$ cat src/rtl/idu_seq.sv
// Decode-stage sequencer: two-entry skid buffer between IFU and EXU that tags
// each held instruction with its immediate-format code and an illegal flag.
module idu_seq #(
    parameter int XLEN = 32
) (
    input  logic            clk,
    input  logic            rst_n,
    input  logic            in_valid,
    output logic            in_ready,
    input  logic [XLEN-1:0] in_inst,
    input  logic [XLEN-1:0] in_pc,
    output logic            out_valid,
    input  logic            out_ready,
    output logic [XLEN-1:0] out_inst,
    output logic [XLEN-1:0] out_pc,
    output logic [2:0]      out_itype,
    output logic            out_illegal,
    input  logic            flush,
    output logic [31:0]     decode_cnt
);

    localparam logic [2:0] NULL_TYPE = 3'd0;
    localparam logic [2:0] I_TYPE    = 3'd1;
    localparam logic [2:0] U_TYPE    = 3'd2;
    localparam logic [2:0] J_TYPE    = 3'd3;
    localparam logic [2:0] S_TYPE    = 3'd4;

    typedef enum logic [1:0] {
        EMPTY = 2'd0,
        HEAD  = 2'd1,
        FULL  = 2'd2
    } state_e;

    state_e            state_q, state_d;
    logic [XLEN-1:0]   head_inst_q, head_inst_d, head_pc_q, head_pc_d;
    logic [2:0]        head_itype_q, head_itype_d;
    logic              head_ill_q, head_ill_d;
    logic [XLEN-1:0]   skid_inst_q, skid_inst_d, skid_pc_q, skid_pc_d;
    logic [2:0]        skid_itype_q, skid_itype_d;
    logic              skid_ill_q, skid_ill_d;
    logic [31:0]       cnt_q, cnt_d;

    logic [2:0]        in_itype;
    logic              in_ill;
    logic              accept, fire;

    // Classification happens once, at write time, so the outputs are pure flops.
    always_comb begin
        in_itype = NULL_TYPE;
        in_ill   = 1'b0;
        case (in_inst[6:0])
            7'b0010011, 7'b0000011, 7'b1100111, 7'b1110011: in_itype = I_TYPE;
            7'b0110111, 7'b0010111:                         in_itype = U_TYPE;
            7'b1101111:                                     in_itype = J_TYPE;
            7'b0100011:                                     in_itype = S_TYPE;
            7'b0110011, 7'b1100011:                         in_itype = NULL_TYPE;
            default:                                        in_ill   = 1'b1;
        endcase
    end

    assign in_ready  = (state_q != FULL);
    assign out_valid = (state_q != EMPTY);
    assign accept    = in_valid && in_ready;
    assign fire      = out_valid && out_ready;

    always_comb begin
        state_d      = state_q;
        head_inst_d  = head_inst_q;
        head_pc_d    = head_pc_q;
        head_itype_d = head_itype_q;
        head_ill_d   = head_ill_q;
        skid_inst_d  = skid_inst_q;
        skid_pc_d    = skid_pc_q;
        skid_itype_d = skid_itype_q;
        skid_ill_d   = skid_ill_q;
        cnt_d        = cnt_q + {31'd0, fire};

        if (flush) begin
            // Held data is left in place; only occupancy is dropped.
            state_d = EMPTY;
        end else begin
            case (state_q)
                EMPTY: begin
                    if (accept) begin
                        state_d      = HEAD;
                        head_inst_d  = in_inst;
                        head_pc_d    = in_pc;
                        head_itype_d = in_itype;
                        head_ill_d   = in_ill;
                    end
                end
                HEAD: begin
                    if (accept && fire) begin
                        head_inst_d  = in_inst;
                        head_pc_d    = in_pc;
                        head_itype_d = in_itype;
                        head_ill_d   = in_ill;
                    end else if (accept) begin
                        state_d      = FULL;
                        skid_inst_d  = in_inst;
                        skid_pc_d    = in_pc;
                        skid_itype_d = in_itype;
                        skid_ill_d   = in_ill;
                    end else if (fire) begin
                        state_d = EMPTY;
                    end
                end
                FULL: begin
                    if (fire) begin
                        state_d      = HEAD;
                        head_inst_d  = skid_inst_q;
                        head_pc_d    = skid_pc_q;
                        head_itype_d = skid_itype_q;
                        head_ill_d   = skid_ill_q;
                    end
                end
                default: state_d = EMPTY;
            endcase
        end
    end

    always_ff @(posedge clk or negedge rst_n) begin
        if (!rst_n) begin
            state_q      <= EMPTY;
            head_inst_q  <= '0;
            head_pc_q    <= '0;
            head_itype_q <= NULL_TYPE;
            head_ill_q   <= 1'b0;
            skid_inst_q  <= '0;
            skid_pc_q    <= '0;
            skid_itype_q <= NULL_TYPE;
            skid_ill_q   <= 1'b0;
            cnt_q        <= '0;
        end else begin
            state_q      <= state_d;
            head_inst_q  <= head_inst_d;
            head_pc_q    <= head_pc_d;
            head_itype_q <= head_itype_d;
            head_ill_q   <= head_ill_d;
            skid_inst_q  <= skid_inst_d;
            skid_pc_q    <= skid_pc_d;
            skid_itype_q <= skid_itype_d;
            skid_ill_q   <= skid_ill_d;
            cnt_q        <= cnt_d;
        end
    end

    assign out_inst    = head_inst_q;
    assign out_pc      = head_pc_q;
    assign out_itype   = head_itype_q;
    assign out_illegal = head_ill_q;
    assign decode_cnt  = cnt_q;

endmodule
$ cat config.mk
export PLATFORM = sky130hd
export DESIGN_NAME = idu_seq
export DESIGN_NICKNAME = d
export VERILOG_FILES = /design/src/rtl/idu_seq.sv
export SDC_FILE = /design/constraint.sdc
export NUM_CORES = 1
export LEC_CHECK = 0
export ABC_CLOCK_PERIOD_IN_PS = 3400
export BUFFER_PORTS_ARGS = -buffer_cell sky130_fd_sc_hd__buf_4
export CAP_MARGIN = 30
export CORE_MARGIN = 4
export CORE_UTILIZATION = 59
export CTS_CLUSTER_SIZE = 25
export DETAILED_ROUTE_END_ITERATION = 7
export PLACE_DENSITY_LB_ADDON = 0.12
export SYNTH_ARGS = -nofsm -noshare
export SYNTH_HDL_FRONTEND = slang
export SYNTH_SLANG_ARGS = --single-unit
export TNS_END_PERCENT = 50
$ cat constraint.sdc
create_clock -name clk -period 3.4 [get_ports clk]
set_clock_uncertainty 0.2 [all_clocks]
set_input_delay 0.34 -clock clk [delete_from_list [all_inputs] [get_ports clk]]
set_output_delay 0.34 -clock clk [all_outputs]
set_load 0.1 [all_outputs]
# Word-level counts from Yosys, hierarchy flattened
# Index checks and enable logic that the tools add are counted.
# classes
n_mux	25
bitwise	2
eq_ne	20
reduce_logical	12
addsub	1
# ops
operator	count
$mux W32	6
$pmux W32 S3	2
$add A32 B1 Y32	1
$eq A7 B7 Y1 const B	4
$eq A7 B6 Y1 const B	3
$eq A7 B5 Y1 const B	2
$mux W2	6
$pmux W3 S4	1
$reduce_or A10 Y1	1
$mux W3	3
$ne A3 B3 Y1 const B	3
$pmux W3 S3	1
$ne A2 B2 Y1 const B	4
$reduce_and A4 Y1	2
$eq A7 B2 Y1 const B	1
$pmux W2 S3	1
$reduce_and A5 Y1	1
$mux W1	4
$ne A4 B4 Y1 const B	1
$reduce_or A4 Y1	1
$logic_and A1 B1 Y1	3
$pmux W1 S3	1
$reduce_bool A3 Y1	1
$eq A2 B1 Y1 const B	1
other kinds (5)	6
# totals
regBits	170
wordCells	70
out_inout_bits	102
input_bits	69

# Longest topological paths before layout
# Gate-level depths: netlist of the first run.
# depth
ltp_word	7
mapped_depth	8
mapped_depth_nobuf	7

# Worst setup path before layout of the first run
# OpenSTA, ideal clock, no wires.
# synth_timing
path_type	register to register
start	register cnt_q[0] (netlist: decode_cnt[0])
end	register cnt_q[14] (netlist: decode_cnt[14])
required_ns	3.041
arrival_time_ns	2.358
stages_incl_launch_ff	8
period_less_slack_ns	2.717
slack_ns	0.683
cell_sequence	dfrtp_1 > and3_1 > ha_1 > nand3_1 > nor2_1 > clkbuf_1 > nand4_1 > xnor2_1
# synth_between
elab_chain_cells	1
# synth_rtl
element	line	rtl
start, declared	41	logic [31:0] cnt_q, cnt_d;
start signal, assigned	144	cnt_q <= cnt_d;
$add A32 B1 Y32	76	cnt_d = cnt_q + {31'd0, fire};
via cnt_d[14]	41	
# The timed path passes the listed nets, and every way through them passes these cells.
# A chain may end at the register's enable or synchronous reset.

# Worst setup path after layout of the first run
# layout_timing
start	register state_q[1]
end	register skid_ill_q
# layout_between
elab_chain_cells	5
elab_cells_between_ends	8
cone_classes	eq/ne (2); bitwise (1); reduce/logical (5)
# layout_rtl
element	line	rtl
start, declared	34	state_e state_q, state_d;
start signal, assigned	135	state_q <= state_d;
$ne A2 B2 Y1 or $reduce_bool A2 Y1 (tied branches)	61, 62	
$logic_and A1 B1 Y1, on equally long branches	63, 64	
$logic_and A1 B1 Y1	93	if (accept && fire) begin
$not A1 Y1 (no source line)	--	
$reduce_and A4 Y1 (no source line) *	--	
end signal, assigned	143	skid_ill_q <= skid_ill_d;
end, declared	40	logic skid_ill_q, skid_ill_d;
# Mark *: on every way between the ends. The rest lies on a longest branch, timed or not.

==> out/qor.log, run 1 <==
INFO  run_status     status=finished clean
INFO  cts            clk_latency=0.42ns
INFO  critical_path  path_max_fanout=54
INFO  hold_path      hold_class=input port to flop
INFO  finish         antenna_cells=0
INFO  timing         slew-limit-headroom=0.482
INFO  finish         number_of_filler_cells_placed_in_the_layout=744
INFO  finish         final_area=10,200um^2
INFO  global_route   grt_pass1_wl=30,200um
INFO  hold_path      min_path_cells=2
INFO  cts            path_clk_slew=0.06ns
INFO  synth          synth_area=7680um^2
INFO  floorplan      fp.dieArea=14,900um^2
INFO  route          detail_route_met3_wl=1040um
INFO  timing         final.setup.tns=0ns
INFO  critical_path  critPathRequiredTime=3.50ns
INFO  floorplan      count_of_standard_cell_rows=41
INFO  finish         most-common-layout-cells=203 x sky130_fd_sc_hd__nand2_1, 175 x sky130_fd_sc_hd__buf_4, 170 x sky130_fd_sc_hd__dfrtp_1
INFO  global_route   globalRouteTotalUtil=0.259
INFO  synth          synthesis.instances=664
INFO  global_route   antenna_found_initial=0
INFO  global_route   gr-total-overflow=0
INFO  synth          async_flop_share=1.00
INFO  finish         layout.area.seq=4250um^2
INFO  synth          ys_seq_elements=170
INFO  timing         final_hold_viol_count=0
INFO  route          drt-vias-per-instance=5.44
INFO  route          final_antenna_net_count=0
INFO  critical_path  library_cell_contributing_the_largest_single_delay_on_the_critical_path=sky130_fd_sc_hd__buf_4
INFO  global_route   first_global_vias=6,098
INFO  synth          synth.net_count=734
INFO  finish         multiInputGateArea=3200um^2
INFO  place          dp.final_hpwl=11,800um
INFO  route          wl_met2=9450um
INFO  critical_path  critPathMaxStageDelay=0.61ns
INFO  place          postPlaceCellArea=9050um^2
INFO  synth          synth_edf_count=0
INFO  route          topRoutingLayerUsed=met4
INFO  power          vdd_ir_drop_max=0.511mV
INFO  synth          dominant_register_cell_in_the_synthesized_netlist=sky130_fd_sc_hd__dfrtp_1
INFO  job            max-cap-violations=0
INFO  cts            h-tree-depth=4
INFO  cts            cts.sinks=170
INFO  route          wl=18,300um
INFO  timing         report.final.setup_viol=0
INFO  critical_path  endpoint_kind=flop
INFO  timing         worstMarginPinSlew=0.775ns
INFO  finish         final_nets=957
INFO  cts            clockRootBuffer=sky130_fd_sc_hd__clkbuf_16
INFO  cts            cts-root-to-sink-buffers=2
INFO  route          vias=5,824
INFO  synth          ys.warnings.count=0
INFO  route          drt-pass1-iter-count=5
INFO  floorplan      floorplan.die.width=122um
INFO  finish         areaGrowthSynthToFinish=33.2%
INFO  critical_path  worst-endpoint-arrival=2.78ns
INFO  critical_path  critPathBufInv=2
INFO  finish         layout.cells.most_common=sky130_fd_sc_hd__nand2_1
INFO  floorplan      io_pins=171
INFO  timing         slew_viol_final=0
INFO  floorplan      core-area=12,700um^2
INFO  power          static-leakage-power=0.00497uW
INFO  timing         fmax=373MHz
INFO  cts            tritoncts=done
INFO  route          drt-initial-drc-count=423
INFO  critical_path  reg2reg_depth=5
INFO  critical_path  start_kind=flop
INFO  route          drt-met1-wl=7340um
INFO  place          buffer_ports.inserted=170
INFO  hold_path      start_point_of_the_worst_min_delay_path=in_inst[2]
INFO  cts            cts.repair.resized=0
INFO  critical_path  setup.worst_path.class=flop to flop
INFO  critical_path  critical_path.reg2reg.startpoint=state_q[1]$_DFFE_PN0P_
INFO  timing         timing.final.crit_share=0.788
INFO  critical_path  cp_cell_sequence=nand2b_2 > nor3b_2 > buf_4 > a41oi_1 > dlygate4sd3_1
INFO  synth          ys_types=44
INFO  critical_path  worst_r2r_endpoint=skid_ill_q$_DFFE_PN0P_
INFO  route          drcViolationCount=0
INFO  global_route   largest_net_degree_at_the_start_of_global_routing=81
INFO  finish         final_layout_size_suffix_gt1_frac=0.394
INFO  cts            cts_buffers=17
INFO  critical_path  rrSetupSlack=0.72ns
INFO  timing         period_minus_slack=2.68ns
INFO  floorplan      die_span_in_y=122um
INFO  synth          yosysSeqAreaShare=0.554
INFO  floorplan      start_util=0.606
INFO  timing         rsz0062_at_grt=no
INFO  hold_path      hold_end=skid_inst_q[2]$_DFFE_PN0P_
INFO  route          wire_per_inst=17.1um
INFO  power          power_density=709nW/um^2
INFO  synth          syn-mean-instance-area=11.6um^2
INFO  place          place.gp.congestion=0.805
INFO  critical_path  crit_family=buffers and inverters
-- worst reg2reg max path, stage by stage, from the launching register on --
cell	delay [ns]
sky130_fd_sc_hd__dfrtp_1	0.44
sky130_fd_sc_hd__nand2b_2	0.25
sky130_fd_sc_hd__nor3b_2	0.22
sky130_fd_sc_hd__buf_4	0.61
sky130_fd_sc_hd__a41oi_1	0.24
sky130_fd_sc_hd__dlygate4sd3_1	0.60
-- logic make-up after synthesis --
kind of cell	Yosys count	synth area share
fa+ha+maj	1	0.00163
compound gates	16	0.0153
mux	135	0.207
buf+inv	40	0.0300
flops	170	0.554
simple gates	271	0.156
xor+xnor	31	0.0354
-- sequential cells by signal, summed over array words and instances (netlist names) --
| signal | flops |
|---|---|
| out_inst | 32 |
| out_itype | 3 |
| state_q | 2 |
| decode_cnt | 32 |
| skid_inst_q | 32 |
| skid_ill_q | 1 |
| skid_pc_q | 32 |
| out_pc | 32 |
| out_illegal | 1 |
| skid_itype_q | 3 |
-- through the flow --
step / total power, uW / hold slack (ns) / utilization / setup WS [ns] / cells
after floorplan: 4730 / -0.156 / - / 0.683 / 664
after global placement: 5300 / 0.229 / 0.714 / 1.00 / 978
after detailed placement: 5380 / 0.234 / 0.714 / 0.943 / 978
after CTS: 7290 / 0.0000536 / 0.807 / 0.731 / 1070
after global routing: 7540 / 0.0136 / 0.807 / 0.584 / 1071
final: 7260 / 0.0181 / 0.807 / 0.722 / 1071
-- worst max-delay path by stage --
stage / from / endpoint / cells after the start
finish: state_q[1]$_DFFE_PN0P_ / skid_ill_q$_DFFE_PN0P_ / 5
global route: state_q[1]$_DFFE_PN0P_ / skid_ill_q$_DFFE_PN0P_ / 5
CTS: state_q[1]$_DFFE_PN0P_ / skid_ill_q$_DFFE_PN0P_ / 5
detailed placement: state_q[1]$_DFFE_PN0P_ / decode_cnt[28]$_DFF_PN0_ / 7
global placement: state_q[1]$_DFFE_PN0P_ / decode_cnt[30]$_DFF_PN0_ / 7
floorplan: decode_cnt[0]$_DFF_PN0_ / decode_cnt[14]$_DFF_PN0_ / 7
-- synth_stat cells, drive strengths merged (2+ instances only) --
cell	count	share of area
nand4	13	0.011
o21a	2	0.0020
nor2	10	0.0049
and4	4	0.0046
mux2	134	0.21
and3	7	0.0057
nand2b	2	0.0020
xnor2	27	0.031
clkbuf	8	0.0039
buf	28	0.024
and2	6	0.0052
a21oi	3	0.0020
dfrtp	170	0.55
nand3	14	0.0091
inv	4	0.0020
nor3	2	0.0013
nor4	2	0.0044
xor2	4	0.0046
nand2	203	0.099
o21ai	4	0.0036
and4b	2	0.0026
-- routing by layer --
metal,GRT usage,vias to the layer above
met5,0,-
met4,0.103,0
met3,0.0613,40
met2,0.446,176
met1,0.316,2928
li1,-,2680
-- area by class of cell --
| cell class | instances | area share |
|---|---|---|
| multi-input cells | 454 | 0.313 |
| clock inverters | 9 | 0.00954 |
| repair buffers | 240 | 0.194 |
| clock buffers | 22 | 0.0454 |
| well taps | 172 | 0.0210 |
| inverters | 4 | 0.00147 |
| flip-flops and latches | 170 | 0.416 |
-- what timing repair did --
item	4_1_cts	5_1_grt
buffers inserted	0	0
hold buffers	61	0
endpoints found under the hold margin	138	0
-- power breakdown --
part	leakage, uW	switching (uW)	internal, uW	total (uW)
Combinational	0.00259	1920	756	2670
Sequential	0.00210	270	2460	2730
Clock	0.000279	745	1110	1850
Total	0.00497	2930	4320	7260
(Power assumes the default switching activity.)
==> run 2, diff against run 1 <==
Settings changed: ABC_CLOCK_PERIOD_IN_PS 3400 to 2800, CORE_UTILIZATION 59 to 54.
Clock period 3.4 ns to 2.8 ns, I/O delays scaled along.
==> run 2 against run 1 <==
- combinational power is 22% higher
- highest routed layer unchanged
- die area up 8.6%
- critical endpoint is now decode_cnt[26]$_DFF_PN0_
- cell area rose by 0.99%
==> out/qor.log, run 2 (synthesis results as in run 1) <==
INFO  critical_path  path_max_fanout=12 [was 54]
INFO  timing         slew_viol_final=0 [unchanged]
INFO  floorplan      io_pins=171 [unchanged]
INFO  floorplan      fp.dieArea=16,200um^2 [was 14,900 um^2]
INFO  finish         antenna_cells=0 [unchanged]
INFO  cts            cts.repair.resized=0 [unchanged]
INFO  critical_path  critical_path.reg2reg.startpoint=state_q[1]$_DFFE_PN0P_ [unchanged]
INFO  route          drt-initial-drc-count=287 [was 423]
INFO  global_route   largest_net_degree_at_the_start_of_global_routing=61 [was 81]
INFO  critical_path  setup.worst_path.class=flop to flop [unchanged]
INFO  timing         worstMarginPinSlew=0.811ns [was 0.775 ns]
INFO  cts            cts_buffers=17 [unchanged]
INFO  cts            tritoncts=done [unchanged]
INFO  hold_path      start_point_of_the_worst_min_delay_path=out_ready [was in_inst[2]]
INFO  place          dp.final_hpwl=11,800um [about the same]
INFO  run_status     status=finished clean [unchanged]
INFO  global_route   antenna_found_initial=0 [unchanged]
INFO  timing         timing.final.crit_share=0.881 [was 0.788]
INFO  critical_path  worst-endpoint-arrival=2.56ns [was 2.78 ns]
INFO  power          vdd_ir_drop_max=0.637mV [was 0.511 mV]
INFO  power          power_density=849nW/um^2 [was 709 nW/um^2]
INFO  floorplan      floorplan.die.width=127um [was 122 um]
INFO  cts            path_clk_slew=0.06ns [about the same]
INFO  finish         number_of_filler_cells_placed_in_the_layout=932 [was 744]
INFO  hold_path      hold_class=input port to flop [unchanged]
INFO  route          vias=5,736 [was 5,824]
INFO  floorplan      start_util=0.553 [was 0.606]
INFO  critical_path  endpoint_kind=flop [unchanged]
INFO  route          drcViolationCount=0 [unchanged]
INFO  floorplan      core-area=13,900um^2 [was 12,700 um^2]
INFO  floorplan      die_span_in_y=127um [was 122 um]
INFO  route          final_antenna_net_count=0 [unchanged]
INFO  timing         final.setup.tns=0ns [unchanged]
INFO  finish         final_nets=967 [was 957]
INFO  cts            cts.sinks=170 [unchanged]
INFO  timing         final_hold_viol_count=0 [unchanged]
INFO  finish         stdcell_count=1,087 [was 1,071]
INFO  cts            h-tree-depth=4 [unchanged]
INFO  finish         final_layout_size_suffix_gt1_frac=0.394 [about the same]
INFO  timing         fin_worst_hold_slack=0.0670ns [was 0.0181 ns]
INFO  timing         fmax=406MHz [was 373 MHz]
INFO  finish         most-common-layout-cells=203 x sky130_fd_sc_hd__nand2_1, 178 x sky130_fd_sc_hd__buf_4, 170 x sky130_fd_sc_hd__dfrtp_1 [was 203 x sky130_fd_sc_hd__nand2_1, 175 x sky130_fd_sc_hd__buf_4, 170 x sky130_fd_sc_hd__dfrtp_1]
INFO  floorplan      count_of_standard_cell_rows=43 [was 41]
INFO  finish         layout.cells.most_common=sky130_fd_sc_hd__nand2_1 [unchanged]
INFO  timing         slew-limit-headroom=0.457 [was 0.482]
INFO  route          drt-pass1-iter-count=4 [was 5]
INFO  route          wire_per_inst=16.7um [was 17.1 um]
INFO  critical_path  crit_start=state_q[1]$_DFFE_PN0P_ [unchanged]
INFO  place          dpl_cells=991 [was 978]
INFO  cts            clockRootBuffer=sky130_fd_sc_hd__clkbuf_16 [unchanged]
INFO  critical_path  start_kind=flop [unchanged]
INFO  power          static-leakage-power=0.00501uW [was 0.00497 uW]
INFO  global_route   grt_pass1_wl=30,300um [was 30,200 um]
INFO  finish         areaGrowthSynthToFinish=34.6% [was 33.2%]
INFO  global_route   gr-total-overflow=0 [unchanged]
INFO  cts            post_cts_buffers=0 [unchanged]
INFO  global_route   globalRouteTotalUtil=0.232 [was 0.259]
INFO  place          buffer_ports.inserted=170 [unchanged]
INFO  route          drt-vias-per-instance=5.28 [was 5.44]
INFO  timing         period_minus_slack=2.47ns [was 2.68 ns]
INFO  place          place.gp.congestion=0.823 [was 0.805]
INFO  critical_path  critPathRequiredTime=2.90ns [was 3.50 ns]
INFO  cts            clk_latency=0.42ns [about the same]
INFO  timing         rsz0062_at_grt=no [unchanged]
INFO  job            max-cap-violations=0 [unchanged]
INFO  global_route   first_global_vias=6,119 [was 6,098]
INFO  cts            cts-root-to-sink-buffers=2 [unchanged]
INFO  route          wl=18,200um [was 18,300 um]
INFO  timing         report.final.setup_viol=0 [unchanged]
## run 2: report_power, final
group          leakage, uW  internal [uW]  total, uW  switching, uW
Sequential         0.00210           2990       3310            327
Clock             0.000264           1290       2200            909
Combinational      0.00264            930       3260           2330
Total              0.00501           5200       8770           3560
## run 2: worst max-delay path, stage by stage (launching register included)
cell                      delay, ns
sky130_fd_sc_hd__dfrtp_1       0.44
sky130_fd_sc_hd__or2_2         0.16
sky130_fd_sc_hd__and3_1        0.18
sky130_fd_sc_hd__ha_1          0.21
sky130_fd_sc_hd__nand3_1       0.13
sky130_fd_sc_hd__nor2_1        0.66
sky130_fd_sc_hd__nand4_1       0.21
sky130_fd_sc_hd__xnor2_1       0.17
## run 2: cell type report
| class | instances | area (um^2) | share of cell area |
|---|---|---|---|
| multi-input combinational | 454 | 3200 | 0.310 |
| inverter | 4 | 15.0 | 0.00145 |
| sequential | 170 | 4250 | 0.412 |
| timing repair buffer | 250 | 2100 | 0.203 |
| tap | 180 | 225 | 0.0218 |
| clock inverter | 10 | 105 | 0.0102 |
| clock buffer | 19 | 433 | 0.0419 |
## run 2: final timing paths
check	to	slack [ns]	cells past startpoint
worst max-delay path	decode_cnt[26]$_DFF_PN0_	0.33	7
worst min-delay path	decode_cnt[0]$_DFF_PN0_	0.07	3
worst max register to register	decode_cnt[26]$_DFF_PN0_	0.33	7
worst min register to register	decode_cnt[31]$_DFF_PN0_	0.29	1
max in group asynchronous	decode_cnt[21]$_DFF_PN0_	1.45	3
min in group asynchronous	out_pc[26]$_DFFE_PN0P_	0.19	2
## run 2: per-layer routing
metal,vias to the layer above,share of wire,global-route usage
li1,2681,-,-
met1,2879,0.42,0.295
met2,149,0.51,0.399
met3,27,0.053,0.0506
met4,0,0.019,0.0751
met5,-,0,0
## run 2: metrics by stage
stage / instance area (um^2) / worst slack (ns) / total power [uW] / util
after floorplan: 7680 / 0.0829 / 5740 / -
after global placement: 9120 / 0.422 / 6440 / 0.657
after detailed placement: 9120 / 0.333 / 6520 / 0.657
after CTS: 10300 / 0.289 / 8820 / 0.744
after global routing: 10300 / 0.0982 / 9110 / 0.744
final: 10300 / 0.334 / 8770 / 0.744
## run 2: repair_timing
action / CTS / global route
endpoints found under the hold margin: 171 / 0
hold buffers: 67 / 0
endpoints found under the setup margin: 0 / 0
